**config.mk**
```make
export PLATFORM = sky130hd
export DESIGN_NAME = jk_counter_bank_flat
export DESIGN_NICKNAME = d
export VERILOG_FILES = /design/src/rtl/jk_pkg.sv /design/src/rtl/jk_counter_bank_if.sv /design/src/rtl/jk_cell.sv /design/src/rtl/jk_counter_bank.sv /design/src/flat_wrapper.sv
export SDC_FILE = /design/constraint.sdc
export NUM_CORES = 1
export LEC_CHECK = 0
export CAP_MARGIN = 20
export CORE_MARGIN = 3
export CORE_UTILIZATION = 39
export DETAILED_ROUTE_END_ITERATION = 10
export PLACE_DENSITY = 0.85
export SETUP_SLACK_MARGIN = 0.3
export SLEW_MARGIN = 20
export SYNTH_ARGS = -nofsm -noshare
export SYNTH_HDL_FRONTEND = slang
export SYNTH_SLANG_ARGS = --single-unit
export TNS_END_PERCENT = 30
```
**constraint.sdc**
```tcl
create_clock -name c -period 2.3 [get_ports c]
set_clock_uncertainty 0.2 [all_clocks]
set_input_delay 0.345 -clock c [delete_from_list [all_inputs] [get_ports c]]
set_output_delay 0.345 -clock c [all_outputs]
set_load 0.01 [all_outputs]
```
**src/rtl/jk_pkg.sv**
```systemverilog
// Shared definitions for the JK counter bank: mode encodings and the
// per-cell j/k drive encoding used to steer each JK cell.
package jk_pkg;

  typedef enum logic [1:0] {
    MODE_JK   = 2'b00,
    MODE_UP   = 2'b01,
    MODE_DOWN = 2'b10,
    MODE_LOAD = 2'b11
  } jk_mode_e;

  // {j,k} pairs as seen by a single cell
  localparam logic [1:0] JK_HOLD   = 2'b00;
  localparam logic [1:0] JK_CLEAR  = 2'b01;
  localparam logic [1:0] JK_SET    = 2'b10;
  localparam logic [1:0] JK_TOGGLE = 2'b11;

  typedef struct packed {
    logic j;
    logic k;
  } jk_drive_t;

  // Steer one cell from its current value to a wanted value without toggling.
  function automatic jk_drive_t jk_encode(input logic cur_bit, input logic nxt_bit);
    jk_drive_t drv;
    drv.j = nxt_bit & ~cur_bit;
    drv.k = ~nxt_bit & cur_bit;
    return drv;
  endfunction

endpackage

```
**src/rtl/jk_counter_bank_if.sv**
```systemverilog
// Control and state bundle of the JK counter bank; clock and reset stay plain ports.
interface jk_counter_bank_if #(
  parameter int WIDTH = 4
);

  logic             en;
  logic [1:0]       mode;
  logic [WIDTH-1:0] j;
  logic [WIDTH-1:0] k;
  logic [WIDTH-1:0] d;
  logic [WIDTH-1:0] q;
  logic [WIDTH-1:0] q1;
  logic             tc;

  modport master (
    output en, mode, j, k, d,
    input  q, q1, tc
  );

  modport slave (
    input  en, mode, j, k, d,
    output q, q1, tc
  );

endinterface

```
**src/rtl/jk_cell.sv**
```systemverilog
// Single JK storage bit with synchronous reset to a per-bit value.
module jk_cell
  import jk_pkg::*;
(
  input  logic c,
  input  logic rst,
  input  logic rst_val,
  input  logic j,
  input  logic k,
  output logic q,
  output logic q1
);

  logic q_r;

  // JK state update; reset wins over any j/k combination
  always_ff @(posedge c) begin
    if (rst) begin
      q_r <= rst_val;
    end else begin
      case ({j, k})
        JK_HOLD:   q_r <= q_r;
        JK_CLEAR:  q_r <= 1'b0;
        JK_SET:    q_r <= 1'b1;
        JK_TOGGLE: q_r <= ~q_r;
        default:   q_r <= q_r;
      endcase
    end
  end

  assign q  = q_r;
  assign q1 = ~q_r;

endmodule

```
**src/rtl/jk_counter_bank.sv**
```systemverilog
// Multi-mode register of JK cells: per-bit JK, modulo up/down count, or parallel load.
// Every mode is reduced to per-cell j/k so the cells are the only state.
module jk_counter_bank
  import jk_pkg::*;
#(
  parameter int               WIDTH     = 4,
  parameter int               MODULO    = 16,
  parameter logic [WIDTH-1:0] RESET_VAL = {WIDTH{1'b0}}
) (
  input  logic              c,
  input  logic              rst,
  jk_counter_bank_if.slave  bus
);

  localparam logic [WIDTH-1:0] MAX_W = WIDTH'(MODULO - 1);
  localparam logic [WIDTH:0]   MOD_W = (WIDTH + 1)'(MODULO);
  localparam logic [WIDTH-1:0] ONE_W = WIDTH'(1'b1);

  logic [WIDTH-1:0] q_s;
  logic [WIDTH-1:0] q1_s;
  logic [WIDTH-1:0] next_word_s;
  logic [WIDTH-1:0] cell_j_s;
  logic [WIDTH-1:0] cell_k_s;
  logic             out_of_range_s;
  logic             at_top_s;
  logic             at_bottom_s;
  logic             tc_s;

  // Wrap conditions; a loaded out-of-range value counts as both top and bottom
  always_comb begin
    out_of_range_s = ({1'b0, q_s} >= MOD_W);
    at_top_s       = (q_s >= MAX_W);
    at_bottom_s    = (q_s == {WIDTH{1'b0}}) | out_of_range_s;
  end

  // Full-word target value for the word-oriented modes
  always_comb begin
    next_word_s = q_s;
    case (bus.mode)
      MODE_UP:   next_word_s = at_top_s ? {WIDTH{1'b0}} : (q_s + ONE_W);
      MODE_DOWN: next_word_s = at_bottom_s ? MAX_W : (q_s - ONE_W);
      MODE_LOAD: next_word_s = bus.d;
      default:   next_word_s = q_s;
    endcase
  end

  // Per-cell drive: JK mode passes j/k through, other modes steer toward next_word_s
  always_comb begin
    cell_j_s = {WIDTH{1'b0}};
    cell_k_s = {WIDTH{1'b0}};
    for (int i = 0; i < WIDTH; i++) begin
      if (!bus.en) begin
        cell_j_s[i] = 1'b0;
        cell_k_s[i] = 1'b0;
      end else if (bus.mode == MODE_JK) begin
        cell_j_s[i] = bus.j[i];
        cell_k_s[i] = bus.k[i];
      end else begin
        {cell_j_s[i], cell_k_s[i]} = jk_encode(q_s[i], next_word_s[i]);
      end
    end
  end

  for (genvar gi = 0; gi < WIDTH; gi++) begin : g_cell
    jk_cell u_cell (
      .c       (c),
      .rst     (rst),
      .rst_val (RESET_VAL[gi]),
      .j       (cell_j_s[gi]),
      .k       (cell_k_s[gi]),
      .q       (q_s[gi]),
      .q1      (q1_s[gi])
    );
  end

  // Terminal count: high in the cycle before a wrap edge in the counting modes
  always_comb begin
    tc_s = 1'b0;
    if (bus.en && !rst) begin
      case (bus.mode)
        MODE_UP:   tc_s = at_top_s;
        MODE_DOWN: tc_s = at_bottom_s;
        default:   tc_s = 1'b0;
      endcase
    end else begin
      tc_s = 1'b0;
    end
  end

  assign bus.q  = q_s;
  assign bus.q1 = q1_s;
  assign bus.tc = tc_s;

endmodule
```
**src/flat_wrapper.sv**
```systemverilog
// flat-port wrapper written by rule: the top's interface ports become plain ports
module jk_counter_bank_flat import jk_pkg::*;
#(
  parameter int               WIDTH     = 4,
  parameter int               MODULO    = 16,
  parameter logic [WIDTH-1:0] RESET_VAL = {WIDTH{1'b0}}
)
  (c, rst, bus_en, bus_mode, bus_j, bus_k, bus_d, bus_q, bus_q1, bus_tc);
  jk_counter_bank_if #(.WIDTH(WIDTH)) bus_i ();
  input  logic c;
  input  logic rst;
  input wire logic [$bits(bus_i.en)-1:0] bus_en;
  input wire logic [$bits(bus_i.mode)-1:0] bus_mode;
  input wire logic [$bits(bus_i.j)-1:0] bus_j;
  input wire logic [$bits(bus_i.k)-1:0] bus_k;
  input wire logic [$bits(bus_i.d)-1:0] bus_d;
  output wire logic [$bits(bus_i.q)-1:0] bus_q;
  output wire logic [$bits(bus_i.q1)-1:0] bus_q1;
  output wire logic [$bits(bus_i.tc)-1:0] bus_tc;
  assign bus_i.en = bus_en;
  assign bus_i.mode = bus_mode;
  assign bus_i.j = bus_j;
  assign bus_i.k = bus_k;
  assign bus_i.d = bus_d;
  assign bus_q = bus_i.q;
  assign bus_q1 = bus_i.q1;
  assign bus_tc = bus_i.tc;
  jk_counter_bank #(.WIDTH(WIDTH), .MODULO(MODULO), .RESET_VAL(RESET_VAL)) u_core (.c(c), .rst(rst), .bus(bus_i));
endmodule
```
==> metrics.cfg, run 1 <==
[status]
status = finished clean

[finish]
area_growth_pct = 59.2
num-fill-cells = 97
instances_no_fill = 108
final_cell_mix = 22 x clkdlybuf4s50_1, 10 x buf_4, 5 x inv_2, 5 x o21ai_0, 5 x a21oi_1
register_area_um2 = 82.6
drive_gt1_share_pct = 33.0
largest_register_ffs = 4
n_antenna_cell = 0
final_common_cell = clkdlybuf4s50_1
utilization_pct = 71.1
nNetsFinal = 119
multi_input_area_um2 = 387

[critical_path]
end_kind = output pin
worstReg2RegEnd = u_core.g_cell[2].u_cell.q$_SDFFE_PP0P_
crit_fanout = 7
start_kind = flip-flop
rr_startpoint = u_core.g_cell[1].u_cell.q$_SDFFE_PP0P_
critical_path_arrival_ps = 1380
reg2regPathDepth = 6
crit_type = reg2out
ff2ff_setup_slack_ps = 550
cp.required_ps = 1750

[die]
ios = 26
die_x_um = 43.1
std_cell_rows = 12
coreArea_mm2 = 0.00120
die_area_mm2 = 0.00186
floorplan.initialDensity_pct = 44.7
die_y_um = 43.1

[global_routing]
first_global_vias = 566
grt.total_usage_pct = 19.0
grt_remaining_overflow = 0
antenna_found_initial = 0
grt_max_degree = 10
grt_pass1_wl_mm = 2.54

[placement]
numPortBuffers = 25
hpwl_mm = 1.38
place.gp.congestion = 0.818
post-place-cells = 105
pre_cts_slack_ps = -301

[clocking]
htree_num_levels = 1
cts_buffers = 3
cts_max_path_buffers = 2
path_clk_slew_ps = 40
holdBufCountCts = 0
clock_latency_ps = 240
ctsRootBufferMaster = clkbuf_4
cts_tree = done
clkSinkCount = 4

[drt]
post_drt_wl_per_cell_um = 15.1
dr.pass1.iters = 4
routed_via_density = 5.88
ant_nets = 0
vias = 635
first_iter_violations = 14
post-route-drc-count = 0
drt-total-wl_mm = 1.63

[sta]
setup_slack_ps = 378
finalCriticalPeriod_ps = 1920
post-route-period-util_pct = 83.5
rsz0062_at_grt = false
drv_slew = 0
worst_slew_pin_slew_ps = 325
finalSetupTns_ps = 0
setup_viol_count_final = 0
fmaxAchievable_mhz = 520
hold_viol_final = 0
slew_headroom_pct = 78.0

[synthesis]
syn-num-nets = 88
ys_types = 31
synth_seq_cells = 4
postSynthCellCount = 65
ys_seq_area_share_pct = 14.9
syn_area_per_cell_um2 = 8.26
ys_warn_count = 0
synth_top_area_share_pct = 14.9
synth.largest_area_cell = dfxtp_1
synth_area_leaders = dfxtp_1 15%, ha_1 14%, buf_4 11%
synth_area_um2 = 537

[hold_path]
hold_path.class = reg2reg
holdPathEnd = u_core.g_cell[2].u_cell.q$_SDFFE_PP0P_
whs_path_depth = 2
min_from = u_core.g_cell[2].u_cell.q$_SDFFE_PP0P_

[pwr]
irDropWorstVdd_mv = 0.157
p_per_area_mw_per_mm2 = 387
fin_total_pwr_uw = 331
p_leak_uw = 0.000342

[flow_run]
drv_cap = 0

==> worst max-delay path by stage <==
| stage | to | cells after the start | from | slack, ps |
|---|---|---|---|---|
| after detailed placement | bus_tc | 6 | bus_mode[0] | -300 |
| after CTS | bus_tc | 5 | u_core.g_cell[1].u_cell.q$_SDFFE_PP0P_ | 310 |
| after global routing | bus_q1[3] | 2 | u_core.g_cell[3].u_cell.q$_SDFFE_PP0P_ | 300 |
| after floorplan | bus_tc | 3 | u_core.g_cell[0].u_cell.q$_SDFFE_PP0P_ | 610 |
| after global placement | bus_tc | 6 | bus_mode[0] | -270 |
| final | bus_q1[3] | 2 | u_core.g_cell[3].u_cell.q$_SDFFE_PP0P_ | 380 |
==> report_power, final <==
group / leakage [µW] / total (µW) / internal [µW] / switching, µW
logic: 0.000294 / 155 / 87.7 / 67.7
clock network: 0.0000138 / 89.2 / 58.5 / 30.7
registers: 0.0000337 / 86.4 / 76.6 / 9.89
total: 0.000342 / 331 / 223 / 108
==> final cells by class <==
cell class | instances | area share, %
flip-flops and latches | 4 | 9.66
repair buffers | 35 | 37.3
inverters | 7 | 3.07
well taps | 14 | 2.05
multi-input cells | 45 | 45.2
clock buffers | 3 | 2.64
==> kinds of logic after synthesis <==
| kind of cell | after synthesis | share of synthesized area [%] |
|---|---|---|
| simple gates | 11 | 13.3 |
| flops | 4 | 14.9 |
| compound gates | 27 | 37.8 |
| buf+inv | 16 | 18.2 |
| fa+ha+maj | 6 | 14.0 |
| mux | 1 | 1.86 |
==> metrics by stage <==
| step | hold slack, ps | cell area [µm²] |
|---|---|---|
| 2_1_floorplan | 221 | 537 |
| 3_3_place_gp | 361 | 808 |
| 3_5_place_dp | 368 | 808 |
| 4_1_cts | 372 | 828 |
| 5_1_grt | 401 | 855 |
| 6_report | 374 | 855 |
==> critical path, cell delays in order, from the launching register on <==
cell and delay [ps]:
dfxtp_1 460, inv_1 160, clkdlybuf4s50_1 510
==> what timing repair did <==
action | 4_1_cts | 5_1_grt
setup buffers | 0 | 0
gates resized for setup | 7 | 11
endpoints found under the setup margin | 2 | 1
pin swaps | 1 | 3
==> synthesized netlist by cell type, drive strengths merged <==
master,n
a2111oi,1
a211oi,2
a21boi,1
a21o,1
a21oi,5
a221oi,3
a31o,1
a31oi,1
a32o,1
a41oi,1
and2,1
and3,1
buf,9
dfxtp,4
ha,6
inv,7
mux2i,1
nand2,3
nand2b,2
nand3,1
nand4,2
nor4,1
o2111a,1
o21ai,6
o21bai,1
o31a,1
o41ai,1
==> routing by layer <==
metal	global-route usage, %	vias to the layer above	share of wire, %
li1	-	298	-
met1	20.7	292	38
met2	32.4	37	50
met3	1.27	8	7.5
met4	16.3	0	4.2
met5	0	-	0
No activity file was read; power rests on OpenSTA's default activity.
==> run 2: changes to the inputs <==
==> constraint.sdc (replaced) <==
create_clock -name c -period 1.9 [get_ports c]
set_clock_uncertainty 0.2 [all_clocks]
set_input_delay 0.285 -clock c [delete_from_list [all_inputs] [get_ports c]]
set_output_delay 0.285 -clock c [all_outputs]
set_load 0.01 [all_outputs]
==> run 2 against run 1 <==
Net effect: sequential cell count is the same; global-route usage up 2.1 points; first-iteration DRC count grew 50%; highest routed layer unchanged; via count grew 3.6%; register-to-register slack got worse by 310 ps; critical path type unchanged; worst hold slack better by 47 ps; final cell count rose by 8.3%.
==> metrics.cfg, run 2 (synthesis gave the netlist of run 1 again) <==
[global_routing]
grt.total_usage_pct = 21.2  ; was 19.0%
grt_remaining_overflow = 0  ; unchanged
antenna_found_initial = 0  ; unchanged
first_global_vias = 692  ; was 566
grt_pass1_wl_mm = 2.93  ; was 2.54 mm
grt_max_degree = 10  ; unchanged

[critical_path]
crit_type = reg2out  ; unchanged
start_kind = flip-flop  ; unchanged
worstReg2RegEnd = u_core.g_cell[2].u_cell.q$_SDFFE_PP0P_  ; unchanged
cp-endpoint = bus_tc  ; was bus_q1[3]
end_kind = output pin  ; unchanged
cp-startpoint = u_core.g_cell[1].u_cell.q$_SDFFE_PP0P_  ; was u_core.g_cell[3].u_cell.q$_SDFFE_PP0P_
critical_path_arrival_ps = 1350  ; was 1380 ps
crit_fanout = 3  ; was 7
ff2ff_setup_slack_ps = 240  ; was 550 ps
cp.required_ps = 1410  ; was 1750 ps
rr_startpoint = u_core.g_cell[0].u_cell.q$_SDFFE_PP0P_  ; was u_core.g_cell[1].u_cell.q$_SDFFE_PP0P_
reg2regPathDepth = 7  ; was 6

[drt]
post_drt_wl_per_cell_um = 15.1  ; about the same
first_iter_violations = 21  ; was 14
routed_via_density = 5.62  ; was 5.88
met3_length_um = 119  ; was 122 µm
highest-signal-layer = met4  ; unchanged
post-route-drc-count = 0  ; unchanged
wl_met1_um = 664  ; was 625 µm
route.met2.wl_um = 967  ; was 817 µm
dr.pass1.iters = 5  ; was 4
drt-total-wl_mm = 1.77  ; was 1.63 mm
ant_nets = 0  ; unchanged
vias = 658  ; was 635

[die]
coreArea_mm2 = 0.00120  ; unchanged
std_cell_rows = 12  ; unchanged
die_x_um = 43.1  ; unchanged
die_area_mm2 = 0.00186  ; unchanged
ios = 26  ; unchanged
floorplan.initialDensity_pct = 44.7  ; unchanged
die_y_um = 43.1  ; unchanged

[pwr]
switching_share_pct = 32.3  ; was 32.7%
irDropWorstVdd_mv = 0.376  ; was 0.157 mV
power.switching_uw = 138  ; was 108 µW
p_leak_uw = 0.000398  ; was 0.000342 µW
comb_power_share_pct = 50.8  ; was 47.0%
pwr-share-seq_pct = 23.9  ; was 26.1%
p_per_area_mw_per_mm2 = 454  ; was 387 mW/mm²
fin_total_pwr_uw = 428  ; was 331 µW
clkPwrFrac_pct = 25.3  ; was 26.9%
internal_power_uw = 290  ; was 223 µW

[hold_path]
hold_path.class = reg2reg  ; unchanged

[sta]
slew_headroom_pct = 82.1  ; was 78.0%
drv_slew = 0  ; unchanged
finalCriticalPeriod_ps = 1830
worst_slew_pin_slew_ps = 265  ; was 325 ps
post-route-period-util_pct = 96.6
fmaxAchievable_mhz = 545
finalSetupTns_ps = 0  ; unchanged
rsz0062_at_grt = true  ; was false
hold_viol_final = 0  ; unchanged
setup_viol_count_final = 0  ; unchanged

[placement]
place.gp.congestion = 0.925  ; was 0.818
hpwl_mm = 1.45  ; was 1.38 mm
numPortBuffers = 25  ; unchanged

[clocking]
ctsRootBufferMaster = clkbuf_4  ; unchanged
cts_buffers = 3  ; unchanged
cts_tree = done  ; unchanged
cts_max_path_buffers = 2  ; unchanged
clock_latency_ps = 240  ; about the same
htree_num_levels = 1  ; unchanged
clkSinkCount = 4  ; unchanged
path_clk_slew_ps = 40  ; about the same
holdBufCountCts = 0  ; unchanged

[finish]
largest_register_ffs = 4  ; unchanged
drive_gt1_share_pct = 42.7  ; was 33.0%
final_cell_mix = 19 x clkdlybuf4s50_1, 19 x buf_4, 5 x o21ai_0, 5 x a21oi_1  ; was 22 x clkdlybuf4s50_1, 10 x buf_4, 5 x inv_2, 5 x o21ai_0, 5 x a21oi_1
n_antenna_cell = 0  ; unchanged
nNetsFinal = 128  ; was 119
num-fill-cells = 91  ; was 97
area_growth_pct = 75.8  ; was 59.2%

[flow_run]
drv_cap = 0  ; unchanged

[status]
status = finished clean  ; unchanged

## run 2: changes by cell type in the layout (fill, tap and decap cells not counted), moves of 2 or more
cell / delta
dfxtp_2: +2
dfxtp_1: -2
clkdlybuf4s50_1: -3
dlymetal6s2s_1: +2
buf_4: +9
## run 2: worst min-delay path by stage
stage                                                      start  cells past startpoint  slack (ps)                                endpoint
final                     u_core.g_cell[2].u_cell.q$_SDFFE_PP0P_                      3         420  u_core.g_cell[2].u_cell.q$_SDFFE_PP0P_
after global routing      u_core.g_cell[2].u_cell.q$_SDFFE_PP0P_                      3         450  u_core.g_cell[2].u_cell.q$_SDFFE_PP0P_
after CTS                 u_core.g_cell[2].u_cell.q$_SDFFE_PP0P_                      3         420  u_core.g_cell[2].u_cell.q$_SDFFE_PP0P_
after detailed placement  u_core.g_cell[1].u_cell.q$_SDFFE_PP0P_                      3         440  u_core.g_cell[1].u_cell.q$_SDFFE_PP0P_
after global placement    u_core.g_cell[1].u_cell.q$_SDFFE_PP0P_                      3         420  u_core.g_cell[1].u_cell.q$_SDFFE_PP0P_
after floorplan                                              rst                      1         160  u_core.g_cell[1].u_cell.q$_SDFFE_PP0P_
## run 2: worst max-delay path: stages (launching register included)
cell and delay (ps):
dfxtp_2 330, inv_2 70, ha_4 130, nand4_1 150, a211oi_2 270, buf_2 160
## run 2: power by group through the flow
stage | clock [µW] | sequential (µW) | combinational, µW
after CTS | 111 | 102 | 215
after global routing | 118 | 103 | 236
final | 108 | 102 | 217
after detailed placement | 0 | 102 | 204
after global placement | 0 | 101 | 199
after floorplan | 0 | 105 | 98.4
## run 2: area by class of cell
type / instances / area (µm²) / area share (%)
multi-input cells: 45 / 400 / 42.4
repair buffers: 44 / 392 / 41.5
flip-flops and latches: 4 / 85.1 / 9.02
inverters: 7 / 26.3 / 2.79
clock buffers: 3 / 22.5 / 2.39
well taps: 14 / 17.5 / 1.86
## run 2: through the flow
step / utilization, % / std cells / hold WS (ps) / cell area [µm²] / setup WS (ps)
final: 78.5 / 117 / 421 / 943 / 65.2
after detailed placement: 72.8 / 113 / 437 / 875 / -524
after global placement: 72.8 / 113 / 423 / 875 / -503
after CTS: 77.4 / 116 / 423 / 930 / 79.2
after global routing: 78.5 / 117 / 448 / 943 / 3.46
after floorplan: - / 65 / 156 / 543 / 275
## run 2: per-layer routing
metal  track usage [%]  vias to the layer above
met2              39.5                       29
met3              8.47                        2
met5                 0                        -
met4              4.22                        0
li1                  -                      318
met1              21.7                      309
## run 2: what timing repair did
item,CTS,global route
pin swaps,5,3
setup buffers,0,1
resized for setup,20,3
setup endpoints to repair,13,11
